File: src/rtl/readout_pkg.sv
`default_nettype none
// ============================================================================
// Module      : readout_pkg
// Description : Shared types and constants for the channel-buffer readout
//               sequencer: FSM state encoding, readout mode encoding and a
//               helper that sizes the channel-select field.
// Revision    : 1.0 - initial release
// ============================================================================
package readout_pkg;

  // Transaction state: IDLE while SPI slave select is high, ACTIVE while low.
  typedef enum logic [0:0] {
    IDLE   = 1'b0,
    ACTIVE = 1'b1
  } state_t;

  // Readout modes, latched at the start of each transaction.
  localparam logic MODE_SINGLE = 1'b0;  // one channel, walk the addresses
  localparam logic MODE_RR     = 1'b1;  // all channels at each address

  // Channel-select width; a single-channel build still needs a 1-bit port.
  function automatic int chan_width(input int nch);
    return (nch > 1) ? $clog2(nch) : 1;
  endfunction

endpackage
`default_nettype wire

File: src/rtl/readout_addr_counter.sv
`default_nettype none
// ============================================================================
// Module      : readout_addr_counter
// Description : Read-address / channel counter for the readout sequencer.
//               Steps the channel (round-robin) and/or the address on each
//               accepted word, wraps at the programmable last address and
//               flags the frame wrap.
// Ports       : clk, rst       - clock, synchronous active-high reset
//               clear          - force address and channel to 0
//               load           - start of transaction: address 0, channel
//                                load_chan
//               advance        - current word consumed, step the counters
//               round_robin    - step channels before addresses
//               load_chan      - channel loaded at transaction start
//               home_chan      - channel returned to on each address step
//               last_addr      - last address of the frame (inclusive)
//               addr, chan     - current read address / channel
//               frame_done     - one-cycle pulse, registered with the wrap
// Revision    : 1.0 - initial release
// ============================================================================
module readout_addr_counter #(
  parameter int NCH = 4,
  parameter int AW  = 12,
  parameter int CW  = 2
) (
  input  logic          clk,
  input  logic          rst,
  input  logic          clear,
  input  logic          load,
  input  logic          advance,
  input  logic          round_robin,
  input  logic [CW-1:0] load_chan,
  input  logic [CW-1:0] home_chan,
  input  logic [AW-1:0] last_addr,
  output logic [AW-1:0] addr,
  output logic [CW-1:0] chan,
  output logic          frame_done
);

  localparam logic [CW-1:0] LAST_CHAN = CW'(NCH - 1);

  always_ff @(posedge clk) begin
    if (rst) begin
      addr       <= '0;
      chan       <= '0;
      frame_done <= 1'b0;
    end else begin
      frame_done <= 1'b0;
      if (clear) begin
        addr <= '0;
        chan <= '0;
      end else if (load) begin
        addr <= '0;
        chan <= load_chan;
      end else if (advance) begin
        if (round_robin && (chan < LAST_CHAN)) begin
          chan <= chan + CW'(1);
        end else begin
          chan <= home_chan;
          // ">=" rather than "==" so a last_addr lowered below the current
          // address makes the next word the last one instead of running on.
          if (addr < last_addr) begin
            addr <= addr + AW'(1);
          end else begin
            addr       <= '0;
            frame_done <= 1'b1;
          end
        end
      end
    end
  end

endmodule
`default_nettype wire

File: src/rtl/readout_sequencer.sv
`default_nettype none
// ============================================================================
// Module      : readout_sequencer
// Description : Sequences reads out of NCH channel buffers while an SPI
//               readout transaction is open. Single-channel mode walks one
//               channel's addresses; round-robin mode reads every channel at
//               each address. Registers the selected word for the SPI
//               shifter and pulses frame_done when the address wraps.
// Ports       : sysclk        - clock (rising edge)
//               rst           - synchronous active-high reset
//               SPI_SS        - slave select, active low (low = transaction)
//               SPI_done      - one-cycle pulse, current word consumed
//               ZYNQ_word_num - last address per channel (inclusive)
//               mode          - 0 single-channel, 1 round-robin
//               chan_sel      - channel used in single-channel mode
//               ch_data       - flattened buffer outputs, channel k at k*DW
//               read_address  - address to all channel buffers
//               read_channel  - channel currently addressed
//               data_out      - registered selected word
//               data_valid    - data_out matches current address/channel
//               frame_done    - one-cycle pulse at frame completion
// Revision    : 1.0 - initial release
// ============================================================================
module readout_sequencer
  import readout_pkg::*;
#(
  parameter  int NCH = 4,
  parameter  int AW  = 12,
  parameter  int DW  = 16,
  localparam int CW  = chan_width(NCH)
) (
  input  logic              sysclk,
  input  logic              rst,
  input  logic              SPI_SS,
  input  logic              SPI_done,
  input  logic [AW-1:0]     ZYNQ_word_num,
  input  logic              mode,
  input  logic [CW-1:0]     chan_sel,
  input  logic [NCH*DW-1:0] ch_data,
  output logic [AW-1:0]     read_address,
  output logic [CW-1:0]     read_channel,
  output logic [DW-1:0]     data_out,
  output logic              data_valid,
  output logic              frame_done
);

  // With a single buffer there is nothing to select or rotate through.
  localparam bit MULTI = (NCH > 1);

  state_t          state;
  state_t          state_next;
  logic            mode_q;
  logic [CW-1:0]   sel_q;
  logic            cnt_load;
  logic            cnt_clear;
  logic            cnt_advance;
  logic            round_robin;
  logic [CW-1:0]   load_chan;
  logic [CW-1:0]   home_chan;
  logic [DW-1:0]   word_sel;

  // --------------------------------------------------------------------------
  // Transaction FSM
  // --------------------------------------------------------------------------
  always_ff @(posedge sysclk) begin
    if (rst) begin
      state <= IDLE;
    end else begin
      state <= state_next;
    end
  end

  always_comb begin
    state_next  = state;
    cnt_load    = 1'b0;
    cnt_clear   = 1'b0;
    cnt_advance = 1'b0;
    unique case (state)
      IDLE: begin
        if (!SPI_SS) begin
          state_next = ACTIVE;
          cnt_load   = 1'b1;
        end else begin
          cnt_clear  = 1'b1;
        end
      end
      ACTIVE: begin
        // Slave select closing wins over a coincident SPI_done.
        if (SPI_SS) begin
          state_next = IDLE;
          cnt_clear  = 1'b1;
        end else begin
          cnt_advance = SPI_done;
        end
      end
      default: begin
        state_next = IDLE;
        cnt_clear  = 1'b1;
      end
    endcase
  end

  // Mode and channel are frozen for the whole transaction so host-side
  // register writes cannot disturb a readout in progress.
  always_ff @(posedge sysclk) begin
    if (rst) begin
      mode_q <= MODE_SINGLE;
      sel_q  <= '0;
    end else if (cnt_load) begin
      mode_q <= mode;
      sel_q  <= chan_sel;
    end
  end

  // The load edge is the same edge that latches mode/chan_sel, so the start
  // channel comes from the live inputs; later steps use the latched copies.
  assign load_chan   = (MULTI && (mode == MODE_SINGLE))   ? chan_sel : '0;
  assign home_chan   = (MULTI && (mode_q == MODE_SINGLE)) ? sel_q    : '0;
  assign round_robin = MULTI && (mode_q == MODE_RR);

  readout_addr_counter #(
    .NCH (NCH),
    .AW  (AW),
    .CW  (CW)
  ) u_addr_counter (
    .clk         (sysclk),
    .rst         (rst),
    .clear       (cnt_clear),
    .load        (cnt_load),
    .advance     (cnt_advance),
    .round_robin (round_robin),
    .load_chan   (load_chan),
    .home_chan   (home_chan),
    .last_addr   (ZYNQ_word_num),
    .addr        (read_address),
    .chan        (read_channel),
    .frame_done  (frame_done)
  );

  // --------------------------------------------------------------------------
  // Output word mux and register
  // --------------------------------------------------------------------------
  always_comb begin
    word_sel = '0;
    for (int k = 0; k < NCH; k++) begin
      if (read_channel == CW'(k)) begin
        word_sel = ch_data[k*DW +: DW];
      end
    end
  end

  // A word consumed this cycle means the address moves, so next cycle's
  // data_out still belongs to the old address and is flagged not valid.
  always_ff @(posedge sysclk) begin
    if (rst) begin
      data_out   <= '0;
      data_valid <= 1'b0;
    end else begin
      data_valid <= (state == ACTIVE) && !SPI_done;
      if (state == ACTIVE) begin
        data_out <= word_sel;
      end
    end
  end

endmodule
`default_nettype wire

File: config.mk
export PLATFORM = sky130hd
export DESIGN_NAME = readout_sequencer
export DESIGN_NICKNAME = d
export VERILOG_FILES = /design/src/rtl/readout_pkg.sv /design/src/rtl/readout_addr_counter.sv /design/src/rtl/readout_sequencer.sv
export SDC_FILE = /design/constraint.sdc
export NUM_CORES = 1
export LEC_CHECK = 0
export ABC_AREA = 0
export BUFFER_PORTS_ARGS = -buffer_cell sky130_fd_sc_hd__buf_2
export CAP_MARGIN = 20
export CORE_ASPECT_RATIO = 0.8
export CORE_MARGIN = 4
export CORE_UTILIZATION = 50
export CTS_CLUSTER_DIAMETER = 100
export DETAILED_ROUTE_END_ITERATION = 8
export PLACE_DENSITY = 0.95
export SYNTH_ARGS = -nofsm -noshare
export SYNTH_HDL_FRONTEND = slang
export SYNTH_HIERARCHICAL = 1
export SYNTH_SLANG_ARGS = --single-unit
File: constraint.sdc
create_clock -name sysclk -period 5 [get_ports sysclk]
set_clock_uncertainty 0.1 [all_clocks]
set_input_delay 0.5 -clock sysclk [delete_from_list [all_inputs] [get_ports sysclk]]
set_output_delay 0.5 -clock sysclk [all_outputs]
set_load 0.02 [all_outputs]
==> run summary, run 1 <==
sequential share of the synthesized area = 30.9%
maximum level of the CTS H-tree = 2
internal reg-to-reg setup slack = 2550 ps
list of cells traversed by the critical path = ha_1, nand2b_1, and2_1, nand4_1, xor2_1, nor3_1
clock tree from TritonCTS = yes
Final Critical Period = 2450 ps
number of nets at the end of the flow = 445
Synth Net Count = 341
Power Total = 0.617 mW
FF-to-FF path depth = 6
category of the critical setup timing path = reg2reg
Die Ht = 69.1 um
Max FO, Critical Path = 36
Area Growth Syn to Fin = 27.0%
number of stages on the worst hold path = 2
Horiz. Die Dim = 84.4 um
nature of the critical path startpoint = flop
post-synth design cell area = 2330 sq um
hold wc startpoint = SPI_done
# port buffers = 114
drt via density = 5.49
leading cell type in the layout, fill and taps excluded = sky130_fd_sc_hd__buf_2
number of antenna diodes = 0
count of cells resized by post-cts repair = 0
detailed-route wire length per cell = 15.0 um
detailed-routed wire length on met2 = 3010 um
number of register bits inferred by synthesis = 36
number of cells on the critical path = 6
fraction of layout cells with a size suffix above 1 = 45.1%
Worst Slack Setup Final = 2550 ps
final clock period utilization by the worst path = 49.1%
wire length of the first global-routing pass = 9780 um
top-level port count = 115
post-route ant nets = 0
highest achievable clock rate = 407 MHz
cell chosen for the clock root = sky130_fd_sc_hd__clkbuf_8
detailed route wirelength on metal3 = 399 um
end point of the most critical hold path = data_valid$_SDFF_PP0_
arrival time reported for the critical path endpoint = 2560 ps
grt total ovfl = 0
Syn. warnings = 6
element type at the critical path end = flop
wire length after detailed routing = 6090 um
worst max-slew margin expressed relative to the limit = 34.6%
leakage dissipation = 1.31 nW
cell family contributing the most delay on the critical path = flip-flops
highest cell delay on the worst timing path = 980 ps
setup repair after global routing missed its margin = false
clock transition at the registers of the reported paths = 70 ps
crit path buf inv count = 0
mean cell area of the mapped netlist = 9.52 sq um
Placeable Area = 4340 sq um
# rows = 21
Initial Utilization = 53.8%
required time worst endpoint = 5110 ps
Max clock buf depth = 2
commonest cells after routing, fill and taps aside = sky130_fd_sc_hd__buf_2, sky130_fd_sc_hd__dfxtp_1, sky130_fd_sc_hd__mux2i_1
Worst R2R End = u_addr_counter/addr[4]$_SDFFE_PP0P_
source-to-sink clock delay at the later pin of the worst-skew pair = 290 ps
postcts setup bufs = 0
antenna violations before repair = 0
power density relative to cell area = 208 nW/um^2
number of maximum-capacitance violations = 0
number of setup violations in the final report = 0
number of DRC markers in iteration 0 = 118
Num CTS Buffers = 5
pin count of the biggest net entering global routing = 37
total negative setup slack = 0 ps
highest signal layer in the routed design = met4
final hold violation count = 0
origin of the critical flop-to-flop path = u_addr_counter/chan[0]$_SDFFE_PP0P_
pin slew with the least headroom to its limit = 981 ps
CP startpoint = u_addr_counter/chan[0]$_SDFFE_PP0P_
remaining design rule violation count = 0
TritonRoute pass-1 iters = 4
highest-delay cell along the critical path = sky130_fd_sc_hd__dfxtp_2
half-perimeter wire length after placement = 4650 um
number of cells produced by synthesis = 245
total clock sinks = 36
setup slack at placement = 2590 ps
kind of path behind the tightest hold check = in2reg
via count = 2234
DIE AREA = 5830 sq um
length of routed wiring on met1 = 2590 um
number of global-route vias before repair = 2249
count of hold buffers inserted by post-cts repair = 0
outcome = completed
last weighted congestion value of the routability-driven placer = 0.822
final max-slew violation count = 0
maximum vdd drop = 0.154 mV
distinct cell type count after synthesis = 40
gr usage total = 20.0%
[per-layer routing]
layer / vias to the layer above / GRT usage, %
met3: 13 / 4.88
met2: 80 / 34.2
li1: 1102 / -
met5: - / 0
met1: 1039 / 24.4
met4: 0 / 7.03
[area by class of cell]
type	count	area (sq um)
multi-input combinational	179	1460
sequential	36	722
tap	57	71.3
inverter	13	48.8
fill	340	1370
clock buffer	6	82.6
timing repair buffer	114	571
clock inverter	2	10.0
[kinds of logic after synthesis]
group           share of synthesized area, %
xor+xnor                                3.38
fa+ha+maj                               6.97
compound gates                          15.1
mux                                     14.2
flops                                   30.9
simple gates                            22.9
buf+inv                                 6.60
[state kept, by name, summed over array words and instances, names as in the netlist]
| register | count |
|---|---|
| data_valid | 1 |
| u_addr_counter/chan | 2 |
| data_out | 16 |
| u_addr_counter/frame_done | 1 |
| u_addr_counter/addr | 12 |
| mode_q | 1 |
| state | 1 |
| sel_q | 2 |
[through the flow]
| stage | instance area, sq um | cells | util [%] | hold WS [ps] |
|---|---|---|---|---|
| CTS | 2960 | 407 | 68.3 | 293 |
| floorplan | 2330 | 245 | - | 349 |
| detailed placement | 2870 | 399 | 66.2 | 370 |
| global placement | 2870 | 399 | 66.2 | 361 |
| global route | 2960 | 407 | 68.3 | 305 |
| finish | 2960 | 407 | 68.3 | 301 |
[power by group]
group	total [mW]	switching (mW)	internal, mW	leakage (nW)
clock	0.211	0.101	0.110	0.0510
combinational	0.101	0.0496	0.0511	0.963
sequential	0.306	0.00972	0.296	0.293
[worst max-delay path by stage]
stage	end	slack (ps)
after global routing	u_addr_counter/addr[2]$_SDFFE_PP0P_	2310
after detailed placement	u_addr_counter/addr[8]$_SDFFE_PP0P_	2590
final	u_addr_counter/addr[4]$_SDFFE_PP0P_	2550
after floorplan	u_addr_counter/frame_done$_SDFF_PP0_	3160
after CTS	u_addr_counter/addr[4]$_SDFFE_PP0P_	2550
after global placement	u_addr_counter/frame_done$_SDFF_PP0_	2670
[synth_stat cells, drive strengths merged]
library cell | number | share of area (%)
nor2b | 6 | 1.6
mux2i | 33 | 14
a21oi | 12 | 3.1
nand4 | 7 | 2.5
or3b | 20 | 7.5
dfxtp | 36 | 31
o2111ai | 1 | 0.64
buf | 12 | 3.6
o221ai | 16 | 8.7
xnor2 | 5 | 1.9
nor4 | 1 | 0.27
o211ai | 1 | 0.32
nand3b | 1 | 0.32
and4 | 1 | 0.48
nand2b | 1 | 0.27
and2 | 1 | 0.27
xor2 | 4 | 1.5
nand3 | 2 | 0.43
clkbuf | 5 | 0.86
nor3 | 12 | 3.0
and3 | 1 | 0.27
nor3b | 5 | 1.6
nor2 | 12 | 1.9
nand2 | 13 | 2.1
or3 | 1 | 0.27
o21ai | 8 | 1.7
a211oi | 1 | 0.32
ha | 13 | 7.0
inv | 13 | 2.1
a311oi | 1 | 0.38
Note: power is estimated with default switching activity, not from simulation.
==> inputs of run 2 (changes only) <==
Settings changed: CORE_UTILIZATION 50 to 42, PLACE_DENSITY 0.95 to 0.86.
Clock period 5 ns to 2 ns, I/O delays scaled along.
==> run 2 against run 1 <==
  * Sequential cell count unchanged
  * Critical path depth unchanged
  * Setup slack got worse by 2400 ps
  * Clock-buffer cell count rose by 2
  * Final cell count up 3.9%
  * Largest cell class unchanged
  * Core utilization decreased by 9.4 points
  * Fmax rose by 30%
==> run summary, run 2 (synthesis gave the netlist of run 1 again) <==
outcome = completed
fraction of layout cells with a size suffix above 1 = 46.5%
Final Critical Period = 1890 ps
kind of path behind the tightest hold check = in2reg
CP startpoint = u_addr_counter/addr[11]$_SDFFE_PP0P_
maximum vdd drop = 0.372 mV
nature of the critical path startpoint = flop
number of DRC markers in iteration 0 = 181
origin of the critical flop-to-flop path = u_addr_counter/addr[11]$_SDFFE_PP0P_
top flop regs = data_out: 16 flops, u_addr_counter/addr: 12 flops
remaining design rule violation count = 0
count of fill cells added during filler insertion = 463
clock tree from TritonCTS = yes
end point of the most critical hold path = data_valid$_SDFF_PP0_
setup repair after global routing missed its margin = false
top register by number of flip-flops = data_out
final hold violation count = 0
flip-flop count of the largest register, all copies and words added = 16
cell chosen for the clock root = sky130_fd_sc_hd__clkbuf_8
Power Total = 1.55 mW
DIE AREA = 6820 sq um
Horiz. Die Dim = 91.3 um
required time worst endpoint = 2120 ps
detailed-route wire length per cell = 15.1 um
antenna violations before repair = 0
commonest cells after routing, fill and taps aside = sky130_fd_sc_hd__buf_2, sky130_fd_sc_hd__dfxtp_1, sky130_fd_sc_hd__mux2i_1
number of setup violations in the final report = 0
arrival time reported for the critical path endpoint = 2010 ps
top-level port count = 115
FF-to-FF path depth = 6
# port buffers = 114
# rows = 23
grt total ovfl = 0
drt via density = 5.37
final max-slew violation count = 0
TritonRoute pass-1 iters = 5
leakage dissipation = 1.36 nW
half-perimeter wire length after placement = 5090 um
leading cell type in the layout, fill and taps excluded = sky130_fd_sc_hd__buf_2
number of stages on the worst hold path = 2
gr usage total = 19.0%
power density relative to cell area = 508 nW/um^2
pin count of the biggest net entering global routing = 36
number of global-route vias before repair = 2247
number of nets at the end of the flow = 456
number of antenna diodes = 0
element type at the critical path end = flop
pin slew with the least headroom to its limit = 729 ps
wire length after detailed routing = 6380 um
Die Ht = 74.7 um
wire length of the first global-routing pass = 10400 um
count of cells resized by post-cts repair = 0
Placeable Area = 5180 sq um
clock transition at the registers of the reported paths = 70 ps
Max FO, Critical Path = 10
Area Growth Syn to Fin = 30.9%
register area = 722 sq um
post-route ant nets = 0
maximum level of the CTS H-tree = 2
hold wc startpoint = SPI_done
highest achievable clock rate = 529 MHz
internal reg-to-reg setup slack = 110 ps
final clock period utilization by the worst path = 94.5%
last weighted congestion value of the routability-driven placer = 0.847
Num CTS Buffers = 5
worst max-slew margin expressed relative to the limit = 51.4%
area taken by multi-input logic gates = 1460 sq um
source-to-sink clock delay at the later pin of the worst-skew pair = 270 ps
postcts setup bufs = 0
number of maximum-capacitance violations = 0
Initial Utilization = 45.0%
Worst R2R End = u_addr_counter/frame_done$_SDFF_PP0_
via count = 2271
count of hold buffers inserted by post-cts repair = 0
Max clock buf depth = 2
category of the critical setup timing path = reg2reg
total clock sinks = 36
Core Util, Final = 58.9%
total negative setup slack = 0 ps
run 2: worst max path at each step:
stage	endpoint	slack [ps]	depth (start not counted)
5_1_grt	u_addr_counter/addr[4]$_SDFFE_PP0P_	9	6
6_report	u_addr_counter/frame_done$_SDFF_PP0_	110	6
2_1_floorplan	u_addr_counter/frame_done$_SDFF_PP0_	160	6
4_1_cts	u_addr_counter/addr[8]$_SDFFE_PP0P_	100	6
3_3_place_gp	u_addr_counter/frame_done$_SDFF_PP0_	250	6
3_5_place_dp	u_addr_counter/addr[8]$_SDFFE_PP0P_	110	6
run 2: area by class of cell:
| type | instances | area share, % |
|---|---|---|
| multi-input combinational | 179 | 47.9 |
| sequential | 36 | 23.6 |
| timing repair buffer | 125 | 21.4 |
| clock buffer | 8 | 2.95 |
| tap | 62 | 2.54 |
| inverter | 13 | 1.60 |
run 2: power by group:
group	internal [mW]	switching, mW	leakage (nW)	total (mW)
sequential	0.740	0.0128	0.293	0.753
clock	0.281	0.244	0.0455	0.525
combinational	0.134	0.139	1.02	0.273
total	1.16	0.396	1.36	1.55
run 2: critical path, stage by stage (launching register included):
cell	delay, ps
sky130_fd_sc_hd__dfxtp_1	340
sky130_fd_sc_hd__ha_1	310
sky130_fd_sc_hd__nand2_1	70
sky130_fd_sc_hd__nor2_1	220
sky130_fd_sc_hd__o2111ai_2	260
sky130_fd_sc_hd__a21oi_4	370
sky130_fd_sc_hd__nor2b_1	160
run 2: per-layer routing:
layer | GRT usage (%) | wire [um] | vias up
met5 | 0 | 0 | -
met4 | 5.69 | 106 | 0
met3 | 3.30 | 340 | 12
met2 | 33.8 | 3200 | 83
met1 | 24.0 | 2740 | 1049
li1 | - | - | 1127
run 2: through the flow:
stage	hold WS [ps]	std cells	area [sq um]	setup slack [ps]
6_report	14.1	423	3050	109
5_1_grt	4.34	423	3050	8.70
4_1_cts	3.67	423	3050	102
3_5_place_dp	304	415	2960	114
3_3_place_gp	308	415	2960	251
2_1_floorplan	172	245	2330	165
==> inputs of run 3 (changes only) <==
Settings changed: ABC_AREA 0 to 1.
==> run 3 against run 2 <==
  * Global-route usage down 1.3 points
  * Setup slack better by 99 ps
  * Sequential share of layout area fell by 0.23 points
  * Non-clock buffer count is 4 lower
  * Register-to-register slack better by 190 ps
  * First-iteration DRC count decreased by 45%
  * Hold slack better by 21 ps
  * Design area is 0.82% higher
  * Die area up 1.5%
  * Routed wire length decreased by 1.3%
  * Synthesized area increased by 1.7%
  * Sequential cell count did not move
  * Critical path type is now in2reg
  * Largest cell class unchanged
  * Largest power group unchanged
==> run summary, run 3 <==
outcome = completed
wire length of the first global-routing pass = 10000 um
Die Ht = 75.2 um
arrival time reported for the critical path endpoint = 1850 ps
most area-hungry cell type in the Yosys netlist = sky130_fd_sc_hd__dfxtp_1
worst max-slew margin expressed relative to the limit = 61.5%
top-level port count = 115
DP Area = 2990 sq um
Max clock buf depth = 2
required time worst endpoint = 2060 ps
count of cells resized by post-cts repair = 0
most instantiated flip-flop cell in the synthesis netlist = sky130_fd_sc_hd__dfxtp_1
post-route ant nets = 0
element type at the critical path end = flop
highest achievable clock rate = 558 MHz
final max-slew violation count = 0
clock transition at the registers of the reported paths = 70 ps
cell chosen for the clock root = sky130_fd_sc_hd__clkbuf_8
category of the critical setup timing path = in2reg
Final Critical Period = 1790 ps
commonest cells after routing, fill and taps aside = sky130_fd_sc_hd__buf_2, sky130_fd_sc_hd__nand2_1, sky130_fd_sc_hd__nor2_1
wire length after detailed routing = 6300 um
top flop regs = data_out: 16 flops, u_addr_counter/addr: 12 flops
Area Growth Syn to Fin = 29.7%
via count = 2596
number of maximum-capacitance violations = 0
remaining design rule violation count = 0
detailed-route wire length per cell = 11.4 um
Synth Net Count = 453
mean cell area of the mapped netlist = 6.65 sq um
DIE AREA = 6920 sq um
flip-flop count of the largest register, all copies and words added = 16
grt total ovfl = 0
total negative setup slack = 0 ps
number of DRC markers in iteration 0 = 100
# rows = 24
fraction of layout cells with a size suffix above 1 = 33.5%
# port buffers = 114
Num CTS Buffers = 5
post-synth design cell area = 2370 sq um
final hold violation count = 0
Syn. warnings = 6
number of register bits inferred by synthesis = 36
drt via density = 4.72
async set or reset register ratio after synthesis = 0%
Horiz. Die Dim = 92.0 um
TritonRoute pass-1 iters = 4
nature of the critical path startpoint = input port
postcts setup bufs = 0
dominant cell by count in the synthesized netlist = sky130_fd_sc_hd__nand2_1
Power Total = 1.52 mW
final clock period utilization by the worst path = 89.6%
Core Util, Final = 56.3%
setup repair after global routing missed its margin = false
biggest area contributors in the synthesized netlist = sky130_fd_sc_hd__dfxtp_1, sky130_fd_sc_hd__nand2_1, sky130_fd_sc_hd__nand3_1
pin slew with the least headroom to its limit = 577 ps
number of antenna diodes = 0
maximum level of the CTS H-tree = 2
power density relative to cell area = 493 nW/um^2
Initial Utilization = 43.4%
leakage dissipation = 1.60 nW
count of hold buffers inserted by post-cts repair = 1
proportion of netlist area held by the largest area contributor = 30.4%
clock tree from TritonCTS = yes
kind of path behind the tightest hold check = in2reg
number of nets at the end of the flow = 568
number of cells produced by synthesis = 357
leading cell type in the layout, fill and taps excluded = sky130_fd_sc_hd__buf_2
count of fill cells added during filler insertion = 559
Max FO, Critical Path = 6
Design Area, Final = 3080 sq um
last weighted congestion value of the routability-driven placer = 0.824
number of global-route vias before repair = 2315
Placeable Area = 5470 sq um
antenna violations before repair = 0
sequential share of the synthesized area = 30.4%
pin count of the biggest net entering global routing = 32
half-perimeter wire length after placement = 5120 um
maximum vdd drop = 0.325 mV
gr usage total = 17.6%
total clock sinks = 36
number of setup violations in the final report = 0
worst hold margin = 35.5 ps
distinct cell type count after synthesis = 31
Post-synth EDFFs = 0
list of most frequent post-synthesis cells = sky130_fd_sc_hd__nand2_1, sky130_fd_sc_hd__nor2_1, sky130_fd_sc_hd__inv_1, sky130_fd_sc_hd__nand3_1, sky130_fd_sc_hd__dfxtp_1
source-to-sink clock delay at the later pin of the worst-skew pair = 280 ps
top register by number of flip-flops = data_out
## run 3: cell types whose count changed in the layout (fill, tap and decap cells not counted), sizes merged, moves of 19 or more
cell,change
nor2,+42
inv,+26
nand3,+37
o21ai,+19
mux2i,-33
nand2,+78
or3b,-20
## run 3: path summary, 6_finish.rpt
| path | from | slack, ps | to | cells after the start |
|---|---|---|---|---|
| worst max-delay path | SPI_done | 210 | u_addr_counter/addr[10]$_SDFFE_PP0P_ | 11 |
| worst min-delay path | SPI_SS | 40 | state$_SDFF_PP0_ | 2 |
| worst max register to register | u_addr_counter/addr[5]$_SDFFE_PP0P_ | 300 | u_addr_counter/addr[0]$_SDFFE_PP0P_ | 10 |
| worst min register to register | data_out[3]$_SDFFE_PP0P_ | 370 | data_out[3]$_SDFFE_PP0P_ | 2 |
## run 3: cell families (layout without fill, tap and decap cells)
family,Yosys count,after routing,synth area share (%)
AND/OR/NAND/NOR,195,195,36.8
AO/OA/AOI/OAI,53,53,12.9
buffers and inverters,53,168,10.5
flip-flops,36,36,30.4
adder cells (fa/ha/maj),13,13,6.86
XOR/XNOR,7,7,2.58
## run 3: power breakdown
part / internal [mW] / switching, mW / total [mW] / leakage [nW]
Clock: 0.236 / 0.246 / 0.481 / 0.0400
Combinational: 0.125 / 0.156 / 0.281 / 1.26
Sequential: 0.742 / 0.0125 / 0.755 / 0.293
Total: 1.10 / 0.414 / 1.52 / 1.60
## run 3: layer usage
metal,part of all wire (%),track usage [%]
met4,0.27,3.13
met5,0,0
met2,51,32.0
met1,45,21.6
met3,3.6,4.50
## run 3: area by class of cell
type                            count  area, sq um  area share [%]
Clock buffer                        5         68.8            2.24
Clock inverter                      2         12.5           0.407
Inverter                           40          150            4.88
Multi-Input combinational cell    268         1400            45.6
Sequential cell                    36          721            23.4
Tap cell                           78         97.6            3.17
Timing Repair Buffer              121          626            20.3
## run 3: metrics by stage
stage / cells / setup slack (ps)
5_1_grt: 550 / 73.7
3_3_place_gp: 542 / 383
4_1_cts: 550 / 219
6_report: 550 / 209
3_5_place_dp: 542 / 322
2_1_floorplan: 357 / 352
## run 3: critical path, cell delays in order
cell and delay [ps]:
sky130_fd_sc_hd__dlygate4sd3_1 530, sky130_fd_sc_hd__buf_2 110, sky130_fd_sc_hd__nand2_1 50, sky130_fd_sc_hd__nor2_1 200, sky130_fd_sc_hd__nand2_2 170, sky130_fd_sc_hd__nor2_4 150
sky130_fd_sc_hd__nand2_2 70, sky130_fd_sc_hd__nor2_2 140, sky130_fd_sc_hd__nand3_1 90, sky130_fd_sc_hd__nand2_1 90, sky130_fd_sc_hd__nor2_2 40
